--- src/rtl/tetris_pkg.sv ---
// Shared piece and bag-FSM types for the tetromino bag generator.
package tetris_pkg;

  localparam int NUM_PIECES = 7;
  localparam int IDX_W      = 3;

  typedef enum logic [2:0] {
    I = 3'd0,
    O,
    T,
    S,
    Z,
    J,
    L
  } piece_t;

  typedef enum logic [1:0] {
    FILL = 2'd0,
    DRAW,
    PUSH
  } bag_state_t;

endpackage

--- src/rtl/lfsr_galois.sv ---
// Right-shifting Galois LFSR with optional low-bit entropy mixing and reload.
// Never settles in the all-zero lock-up state: zero is replaced by SEED.
module lfsr_galois #(
  parameter int             W     = 16,
  parameter logic [W-1:0]   TAPS  = 16'hB400,
  parameter logic [W-1:0]   SEED  = 16'hACE1,
  parameter int             MIX_W = 3
) (
  input  logic             Clk,
  input  logic             Reset,
  input  logic             step,
  input  logic             mix_en,
  input  logic [MIX_W-1:0] mix_in,
  input  logic             load,
  input  logic [W-1:0]     load_val,
  output logic [W-1:0]     state
);

  logic [W-1:0] state_d;

  always_comb begin
    state_d = state;
    if (step) begin
      state_d = {1'b0, state[W-1:1]} ^ (state[0] ? TAPS : '0);
    end
    if (mix_en) begin
      state_d[MIX_W-1:0] = state_d[MIX_W-1:0] ^ mix_in;
    end
    if (state_d == '0) begin
      state_d = SEED;
    end
  end

  always_ff @(posedge Clk) begin
    if (Reset) begin
      state <= SEED;
    end else if (load) begin
      state <= (load_val == '0) ? SEED : load_val;
    end else begin
      state <= state_d;
    end
  end

endmodule

--- src/rtl/tetromino_bag_generator.sv ---
// 7-bag piece randomizer: LFSR-driven draws without replacement feeding a
// shift-register preview queue whose head is the current piece.
//
// state | meaning
// FILL  | idle; start a draw whenever the queue has a free slot
// DRAW  | test LFSR candidate against the bag; fall back after REJECT_LIMIT misses
// PUSH  | write the accepted piece to the queue tail; refill an emptied bag
module tetromino_bag_generator #(
  parameter int                NUM_PIECES    = tetris_pkg::NUM_PIECES,
  parameter int                IDX_W         = tetris_pkg::IDX_W,
  parameter int                PREVIEW_DEPTH = 3,
  parameter int                LFSR_W        = 16,
  parameter logic [LFSR_W-1:0] LFSR_TAPS     = 16'hB400,
  parameter logic [LFSR_W-1:0] SEED          = 16'hACE1,
  parameter int                REJECT_LIMIT  = 4
) (
  input  logic                                   Clk,
  input  logic                                   Reset,
  input  logic                                   seed_load,
  input  logic [LFSR_W-1:0]                      seed_in,
  input  logic                                   entropy_valid,
  input  logic [2:0]                             entropy_in,
  input  logic                                   pop,
  output logic                                   piece_valid,
  output logic [IDX_W-1:0]                       piece_idx,
  output logic [PREVIEW_DEPTH*IDX_W-1:0]         preview_idx,
  output logic [$clog2(PREVIEW_DEPTH+2)-1:0]     preview_count,
  output logic [IDX_W:0]                         bag_remaining
);

  import tetris_pkg::*;

  localparam int DEPTH = PREVIEW_DEPTH + 1;
  localparam int CNT_W = $clog2(PREVIEW_DEPTH + 2);
  localparam int RJ_W  = (REJECT_LIMIT < 1) ? 1 : $clog2(REJECT_LIMIT + 1);
  localparam logic [CNT_W-1:0] DEPTH_C  = CNT_W'(DEPTH);
  localparam logic [RJ_W-1:0]  RJ_LIMIT = RJ_W'(REJECT_LIMIT);

  logic                     flush;
  logic [LFSR_W-1:0]        lfsr_state;
  logic                     unused_lfsr_bits;

  bag_state_t               state_q, state_d;
  logic [RJ_W-1:0]          rej_q, rej_d;
  logic [NUM_PIECES-1:0]    mask_q, mask_d;
  logic [IDX_W-1:0]         pick_q, pick_d;
  logic                     take;

  logic [(1<<IDX_W)-1:0]    mask_pad;
  logic [IDX_W-1:0]         cand;
  logic                     cand_ok;
  logic [IDX_W-1:0]         lowest;

  logic [IDX_W-1:0]         q_q [DEPTH];
  logic [IDX_W-1:0]         q_d [DEPTH];
  logic [CNT_W-1:0]         count_q, count_d;
  logic [CNT_W-1:0]         wr_pos;
  logic                     do_pop, do_push;

  assign flush = Reset | seed_load;

  lfsr_galois #(
    .W     (LFSR_W),
    .TAPS  (LFSR_TAPS),
    .SEED  (SEED),
    .MIX_W (3)
  ) u_lfsr (
    .Clk      (Clk),
    .Reset    (Reset),
    .step     (1'b1),
    .mix_en   (entropy_valid),
    .mix_in   (entropy_in),
    .load     (seed_load),
    .load_val (seed_in),
    .state    (lfsr_state)
  );

  assign cand             = lfsr_state[IDX_W-1:0];
  assign unused_lfsr_bits = ^lfsr_state[LFSR_W-1:IDX_W];

  // Zero padding makes out-of-range candidates read as "not in bag".
  always_comb begin
    mask_pad                 = '0;
    mask_pad[NUM_PIECES-1:0] = mask_q;
  end

  assign cand_ok = mask_pad[cand];

  always_comb begin
    lowest = '0;
    for (int i = NUM_PIECES - 1; i >= 0; i--) begin
      if (mask_q[i]) lowest = IDX_W'(i);
    end
  end

  always_comb begin
    state_d = state_q;
    rej_d   = rej_q;
    mask_d  = mask_q;
    pick_d  = pick_q;
    take    = 1'b0;
    unique case (state_q)
      FILL: begin
        if (count_q < DEPTH_C) state_d = DRAW;
      end
      DRAW: begin
        if (cand_ok) begin
          pick_d = cand;
          take   = 1'b1;
        end else if (rej_q == RJ_LIMIT) begin
          pick_d = lowest;
          take   = 1'b1;
        end else begin
          rej_d = rej_q + 1'b1;
        end
        if (take) begin
          for (int i = 0; i < NUM_PIECES; i++) begin
            if (pick_d == IDX_W'(i)) mask_d[i] = 1'b0;
          end
          rej_d   = '0;
          state_d = PUSH;
        end
      end
      PUSH: begin
        if (mask_q == '0) mask_d = '1;
        state_d = FILL;
      end
      default: state_d = FILL;
    endcase
  end

  // Queue entries above the occupancy are kept at zero, so unused preview
  // slots read 0 without extra masking.
  always_comb begin
    do_pop  = pop & (count_q != '0);
    do_push = (state_q == PUSH);
    wr_pos  = count_q - CNT_W'(do_pop);
    for (int i = 0; i < DEPTH; i++) q_d[i] = q_q[i];
    if (do_pop) begin
      for (int i = 0; i < DEPTH - 1; i++) q_d[i] = q_q[i+1];
      q_d[DEPTH-1] = '0;
    end
    if (do_push) begin
      for (int i = 0; i < DEPTH; i++) begin
        if (wr_pos == CNT_W'(i)) q_d[i] = pick_q;
      end
    end
    count_d = count_q + CNT_W'(do_push) - CNT_W'(do_pop);
  end

  always_ff @(posedge Clk) begin
    if (flush) begin
      state_q <= FILL;
      rej_q   <= '0;
      mask_q  <= '1;
      pick_q  <= '0;
      count_q <= '0;
      for (int i = 0; i < DEPTH; i++) q_q[i] <= '0;
    end else begin
      state_q <= state_d;
      rej_q   <= rej_d;
      mask_q  <= mask_d;
      pick_q  <= pick_d;
      count_q <= count_d;
      for (int i = 0; i < DEPTH; i++) q_q[i] <= q_d[i];
    end
  end

  assign piece_valid   = (count_q != '0);
  assign piece_idx     = q_q[0];
  assign preview_count = piece_valid ? (count_q - 1'b1) : '0;

  for (genvar g = 0; g < PREVIEW_DEPTH; g++) begin : g_preview
    assign preview_idx[g*IDX_W +: IDX_W] = q_q[g+1];
  end

  always_comb begin
    bag_remaining = '0;
    for (int i = 0; i < NUM_PIECES; i++) begin
      bag_remaining = bag_remaining + (IDX_W+1)'(mask_q[i]);
    end
  end

endmodule

--- config.mk ---
export PLATFORM = sky130hd
export DESIGN_NAME = tetromino_bag_generator
export DESIGN_NICKNAME = d
export VERILOG_FILES = /design/src/rtl/tetris_pkg.sv /design/src/rtl/lfsr_galois.sv /design/src/rtl/tetromino_bag_generator.sv
export SDC_FILE = /design/constraint.sdc
export NUM_CORES = 1
export LEC_CHECK = 0
export BUFFER_PORTS_ARGS = -buffer_cell sky130_fd_sc_hd__buf_2
export CELL_PAD_IN_SITES_DETAIL_PLACEMENT = 1
export CELL_PAD_IN_SITES_GLOBAL_PLACEMENT = 1
export CORE_MARGIN = 2
export CORE_UTILIZATION = 42
export DETAILED_ROUTE_END_ITERATION = 10
export PLACE_DENSITY_LB_ADDON = 0.1
export SYNTH_ARGS = -nofsm -noshare
export SYNTH_HDL_FRONTEND = slang
export SYNTH_SLANG_ARGS = --single-unit
--- constraint.sdc ---
create_clock -name Clk -period 3 [get_ports Clk]
set_clock_uncertainty 0.15 [all_clocks]
set_input_delay 0.15 -clock Clk [delete_from_list [all_inputs] [get_ports Clk]]
set_output_delay 0.15 -clock Clk [all_outputs]
set_load 0.02 [all_outputs]
==> results of run 1 <==
-- state kept, by name, indices dropped and copies added, names as in the netlist --
| name | flops |
|---|---|
| q_q | 12 |
| mask_q | 7 |
| pick_q | 3 |
| count_q | 3 |
| rej_q | 3 |
| u_lfsr.state | 16 |
| state_q | 2 |
-- final cells by class --
class | count | area (sq um) | share of cell area
clock buffer | 7 | 76.3 | 0.0231
clock inverter | 1 | 30.0 | 0.00908
inverter | 21 | 78.8 | 0.0238
multi-input combinational | 238 | 1620 | 0.491
sequential | 46 | 927 | 0.280
tap | 77 | 96.3 | 0.0291
timing repair buffer | 69 | 474 | 0.143
-- kinds of logic after synthesis --
family,Yosys count,synth area share
other,1,0.00140
buffers and inverters,34,0.0527
DFF,46,0.343
and+or+nand+nor,119,0.234
xor gates and xnor gates,10,0.0327
adders and majority gates,12,0.0700
muxes,7,0.0317
AOI/OAI and AO/OA,89,0.234
-- synth_stat cells (5+ instances only) --
cell      count  area share
nor2_1       32       0.045
o211ai_1      5       0.014
o21ai_1       8       0.015
clkbuf_1      8       0.011
dfxtp_1      46        0.34
nor4_1        7       0.016
nand3b_1      6       0.017
inv_1        20       0.028
fa_1          5       0.037
ha_1          7       0.033
xor2_1        7       0.023
a311oi_1      9       0.029
nand3_1       5      0.0093
a21oi_1      22       0.041
nor2b_1       7       0.016
nand2_1      37       0.052
o21ai_0      13       0.024
-- stage by stage --
stage | instances | cell area [sq um] | worst slack, ns | hold WS, ns
floorplan | 318 | 2680 | 0.235 | 0.130
global placement | 428 | 2960 | 0.210 | 0.248
detailed placement | 428 | 2960 | 0.173 | 0.245
CTS | 459 | 3300 | -0.0676 | 0.119
global route | 459 | 3310 | -0.120 | 0.138
finish | 459 | 3310 | -0.0326 | 0.126
-- placed cells by master, fill, tap and decap left out, types with 6 or more instances in the layout --
cell type | Yosys | routed
a311oi_1 | 9 | 9
nand2_1 | 37 | 37
ha_1 | 7 | 7
o21ai_1 | 8 | 8
nor2b_1 | 7 | 7
nor2_1 | 32 | 32
a21oi_1 | 22 | 22
dfxtp_1 | 46 | 43
o21ai_0 | 13 | 13
nor4_1 | 7 | 7
buf_2 | 1 | 41
nand3b_1 | 6 | 6
inv_1 | 20 | 19
xor2_1 | 7 | 7
dlygate4sd3_1 | 0 | 22
-- worst min path at each step --
stage                     start          endpoint  slack (ns)  cells past startpoint
finish                seed_load   u_lfsr.state[7]        0.13                      2
global route          seed_load  u_lfsr.state[13]        0.14                      2
CTS                   seed_load   u_lfsr.state[5]        0.12                      2
detailed placement  seed_in[12]  u_lfsr.state[12]        0.24                      3
global placement    seed_in[12]  u_lfsr.state[12]        0.25                      3
floorplan           seed_in[12]  u_lfsr.state[12]        0.13                      2
-- routing by layer --
| layer | share of wire | track usage |
|---|---|---|
| met1 | 0.48 | 0.288 |
| met3 | 0.027 | 0.0366 |
| met4 | 0.017 | 0.0777 |
| met2 | 0.47 | 0.377 |
| met5 | 0 | 0 |
-- power breakdown --
part	total, mW	internal (mW)	leakage [nW]	switching, mW
logic	0.266	0.115	0.979	0.151
registers	0.670	0.636	0.375	0.0334
clock network	0.466	0.250	0.0524	0.216
total	1.40	1.00	1.41	0.401
-- timing repair --
action	in CTS	in global routing
resized for setup	7	1
pin swaps	1	1
endpoints found under the hold margin	16	0
setup endpoints to repair	1	1
hold buffers	22	0
buffers inserted	1	0
==> results.py, run 1 <==
metrics = {
    "die": {
        "die_area_sq_mm": 0.00704,
        "die-height_microns": 83.9,
        "core-area_sq_mm": 0.00628,
        "dieWidth_microns": 83.9,
        "pin_count": 44,
        "start_util": 0.427,
        "row_count": 29,
    },
    "pwr": {
        "power.density_mw_per_mm2": 424,
        "p_leak_nw": 1.41,
        "power_mw": 1.40,
        "peakVddDrop_mv": 0.202,
    },
    "status": {
        "violations": "setup timing",
        "status": "finished with violations",
    },
    "timing": {
        "min_period_ns": 3.03,
        "max_slew_margin": 0.571,
        "drv_slew": 0,
        "worst_pin_slew_ns": 0.643,
        "setup_viol": 1,
        "rsz0062_at_grt": "yes",
        "fin_ws_ns": -0.0326,
        "finalHoldViolCount": 0,
        "fmax_mhz": 330,
        "fin_tns_setup_ns": -0.0326,
        "fin_crit_sh": 1.01,
    },
    "min_path": {
        "hold_class": "input port to flop",
    },
    "setup_path": {
        "crit_end": "bag_remaining[1]",
        "cp_num_buf_inv": 5,
        "required_ns": 2.70,
        "worstReg2RegEnd": "count_q[2]",
        "worst-r2r-cell-count": 11,
        "cpPeakStageDelay_ns": 0.53,
        "worst-path-stages": 9,
        "cp_max_fo": 2,
        "path_class": "flop to output pin",
        "cp-end-kind": "output pin",
        "worstSetupStartpoint": "mask_q[0]",
        "worstReg2RegStart": "count_q[2]",
        "ff2ff_setup_slack_ns": 0.46,
        "cp_data_arrival_time_ns": 2.73,
        "cpLargestDelayFamily": "adder cells",
        "worstPathCellList": "fa_1 > inv_1 > fa_1 > inv_1 > fa_2 > inv_2 > fa_1 > inv_1 > buf_6",
        "start_kind": "flop",
        "critPathSlowestCell": "fa_1",
    },
    "global_routing": {
        "grt_pass1_vias": 2634,
        "grt_usage": 0.223,
        "grt_first_pass_wirelength_microns": 12800,
        "grt_max_degree": 32,
        "antenna_found_initial": 0,
        "grt_overflow_total": 0,
    },
    "synthesis": {
        "synth.avg_cell_area_sq_um": 8.44,
        "ys_warn_count": 0,
        "yosysUniqueCellTypes": 65,
        "synthesis.nets": 354,
        "ys.flop_type": "dfxtp_1",
        "syn-instance-count": 318,
        "synth_edf_count": 0,
        "async_flop_share": 0,
        "netlist_area_sq_mm": 0.00268,
        "ys_seq_area_frac": 0.343,
        "ys_seq_elements": 46,
    },
    "layout": {
        "area_growth_pct": 23.2,
        "nFillCells": 791,
        "utilization": 0.527,
        "drive_above_1_share": 0.194,
        "finalNetCount": 417,
        "antenna_cells": 0,
    },
    "placement": {
        "dp_hpwl_microns": 5250,
        "gp_congestion": 0.889,
        "placement.io_buffers": 42,
    },
    "drt": {
        "drt_iter0_markers": 98,
        "drc_errors": 0,
        "wl_per_cell_microns": 16.7,
        "drt_wl_total_microns": 7670,
        "routed_via_density": 5.62,
        "vias": 2581,
        "ant_nets": 0,
        "drt-pass1-iter-count": 4,
    },
    "cts": {
        "cts_tree": "yes",
        "clk_pin_slew_worst_paths_ns": 0.08,
        "clkSinkCount": 46,
        "cts_buffers": 5,
        "cts-root-buf": "clkbuf_8",
        "cts_max_level": 2,
        "clk_path_buf_depth": 2,
        "worstSkewPairLatency_ns": 0.30,
    },
    "run": {
        "cap_violations": 0,
    },
}
Note: power is estimated with default switching activity, not from simulation.
==> run 2: changes to the inputs <==
Settings changed: CORE_UTILIZATION 42 to 45, GPL_TIMING_DRIVEN set to 0.
Clock period 3 ns to 3.8 ns, I/O delays scaled along.
==> results.py, run 2 (synthesized netlist as in run 1, its figures left out) <==
metrics = {
    "placement": {
        "gp_congestion": 0.818,
        "placement.io_buffers": 41,
        "dp.cells": 434,
        "dp_hpwl_microns": 5360,
        "pre_cts_ws_ns": 0.628,
    },
    "drt": {
        "wl_per_cell_microns": 16.7,
        "wl_met3_microns": 161,
        "drt_iter0_markers": 78,
        "drt-pass1-iter-count": 5,
        "ant_nets": 0,
        "drc_errors": 0,
        "wl_met2_microns": 3770,
        "vias": 2528,
        "routed_via_density": 5.57,
        "topRoutingLayerUsed": "met4",
        "m1WireLength_microns": 3580,
        "drt_wl_total_microns": 7580,
    },
    "status": {
        "status": "finished, final reports clean",
    },
    "die": {
        "start_util": 0.459,
        "core-area_sq_mm": 0.00585,
        "row_count": 28,
        "die-height_microns": 81.2,
        "pin_count": 44,
        "dieWidth_microns": 81.2,
        "die_area_sq_mm": 0.00660,
    },
    "timing": {
        "finalHoldViolCount": 0,
        "fmax_mhz": 310,
        "max_slew_margin": 0.439,
        "min_period_ns": 3.22,
        "drv_slew": 0,
        "fin_crit_sh": 0.848,
        "setup_viol": 0,
        "rsz0062_at_grt": "no",
        "fin_tns_setup_ns": 0,
        "fin_ws_ns": 0.579,
        "worst_pin_slew_ns": 0.834,
    },
    "global_routing": {
        "grt_max_degree": 16,
        "grt_first_pass_wirelength_microns": 12400,
        "antenna_found_initial": 0,
        "grt_usage": 0.245,
        "grt_pass1_vias": 2553,
        "grt_overflow_total": 0,
    },
    "layout": {
        "largest_reg_flops": 16,
        "drive_above_1_share": 0.182,
        "regMostFlops": "u_lfsr.state",
        "top_regs": "u_lfsr.state: 16 flops, q_q: 12 flops, mask_q: 7 flops",
        "layout_common_cells": "dfxtp_1 (46), buf_2 (42), nand2_1 (37), nor2_1 (32), a21oi_1 (22)",
        "final_common_cell": "dfxtp_1",
        "antenna_cells": 0,
        "final_cells": 454,
        "nFillCells": 717,
        "finalNetCount": 414,
        "area_growth_pct": 19.8,
        "utilization": 0.549,
    },
    "cts": {
        "clk_path_buf_depth": 2,
        "cts_resized": 0,
        "clk_pin_slew_worst_paths_ns": 0.09,
        "cts_tree": "yes",
        "cts-root-buf": "clkbuf_8",
        "cts_max_level": 2,
        "cts_buffers": 5,
        "worstSkewPairLatency_ns": 0.31,
        "clkSinkCount": 46,
    },
    "run": {
        "cap_violations": 0,
    },
    "setup_path": {
        "start_kind": "flop",
        "cp_max_fo": 6,
        "required_ns": 3.46,
        "cp-end-kind": "output pin",
        "cp_data_arrival_time_ns": 2.88,
        "path_class": "flop to output pin",
    },
    "min_path": {
        "hold_class": "input port to flop",
    },
    "pwr": {
        "p_leak_nw": 1.36,
        "peakVddDrop_mv": 0.173,
        "power.density_mw_per_mm2": 347,
    },
}
-- run 2: worst max-delay path: stages, from the launching register on --
cell,delay (ns)
dfxtp_1,0.40
fa_1,0.56
inv_1,0.05
fa_1,0.47
inv_1,0.05
fa_1,0.36
inv_1,0.08
fa_1,0.40
inv_1,0.06
buf_2,0.15
-- run 2: final timing paths --
kind / start / end / slack, ns / cells after the start
worst max-delay path: mask_q[0] / bag_remaining[1] / 0.58 / 9
worst min-delay path: seed_in[4] / u_lfsr.state[4] / 0.005 / 3
worst max register to register: count_q[2] / q_q[3][1] / 0.63 / 8
worst min register to register: rej_q[1] / rej_q[1] / 0.33 / 2
-- run 2: cell type report --
type / count / area [sq um] / share of cell area
buffer: 13 / 62.6 / 0.0195
clock buffer: 5 / 68.8 / 0.0214
clock inverter: 3 / 43.8 / 0.0136
inverter: 21 / 78.8 / 0.0245
multi-input combinational: 238 / 1620 / 0.504
sequential: 46 / 921 / 0.286
tap: 75 / 93.8 / 0.0292
timing repair buffer: 53 / 325 / 0.101
-- run 2: what timing repair did --
action	in CTS	in global routing
buffers inserted	0	0
endpoints found under the setup margin	0	0
endpoints found under the hold margin	12	0
hold buffers	12	0
-- run 2: routing by layer --
layer,vias to the layer above,global-route usage
met5,-,0
met2,35,0.435
met3,9,0.0367
met4,0,0.0542
li1,1264,-
met1,1220,0.312
-- run 2: report_power, final --
| part | switching [mW] | total, mW | internal, mW |
|---|---|---|---|
| clock network | 0.187 | 0.384 | 0.198 |
| registers | 0.0197 | 0.522 | 0.503 |
| logic | 0.124 | 0.208 | 0.0837 |
| total | 0.331 | 1.11 | 0.784 |
-- run 2: metrics by stage --
stage	hold slack [ns]	area, sq um	total power, mW
floorplan	0.170	2680	0.669
global placement	0.292	2980	0.722
detailed placement	0.300	2980	0.727
CTS	0.00506	3210	1.12
global route	0.0267	3210	1.16
finish	0.00530	3210	1.11
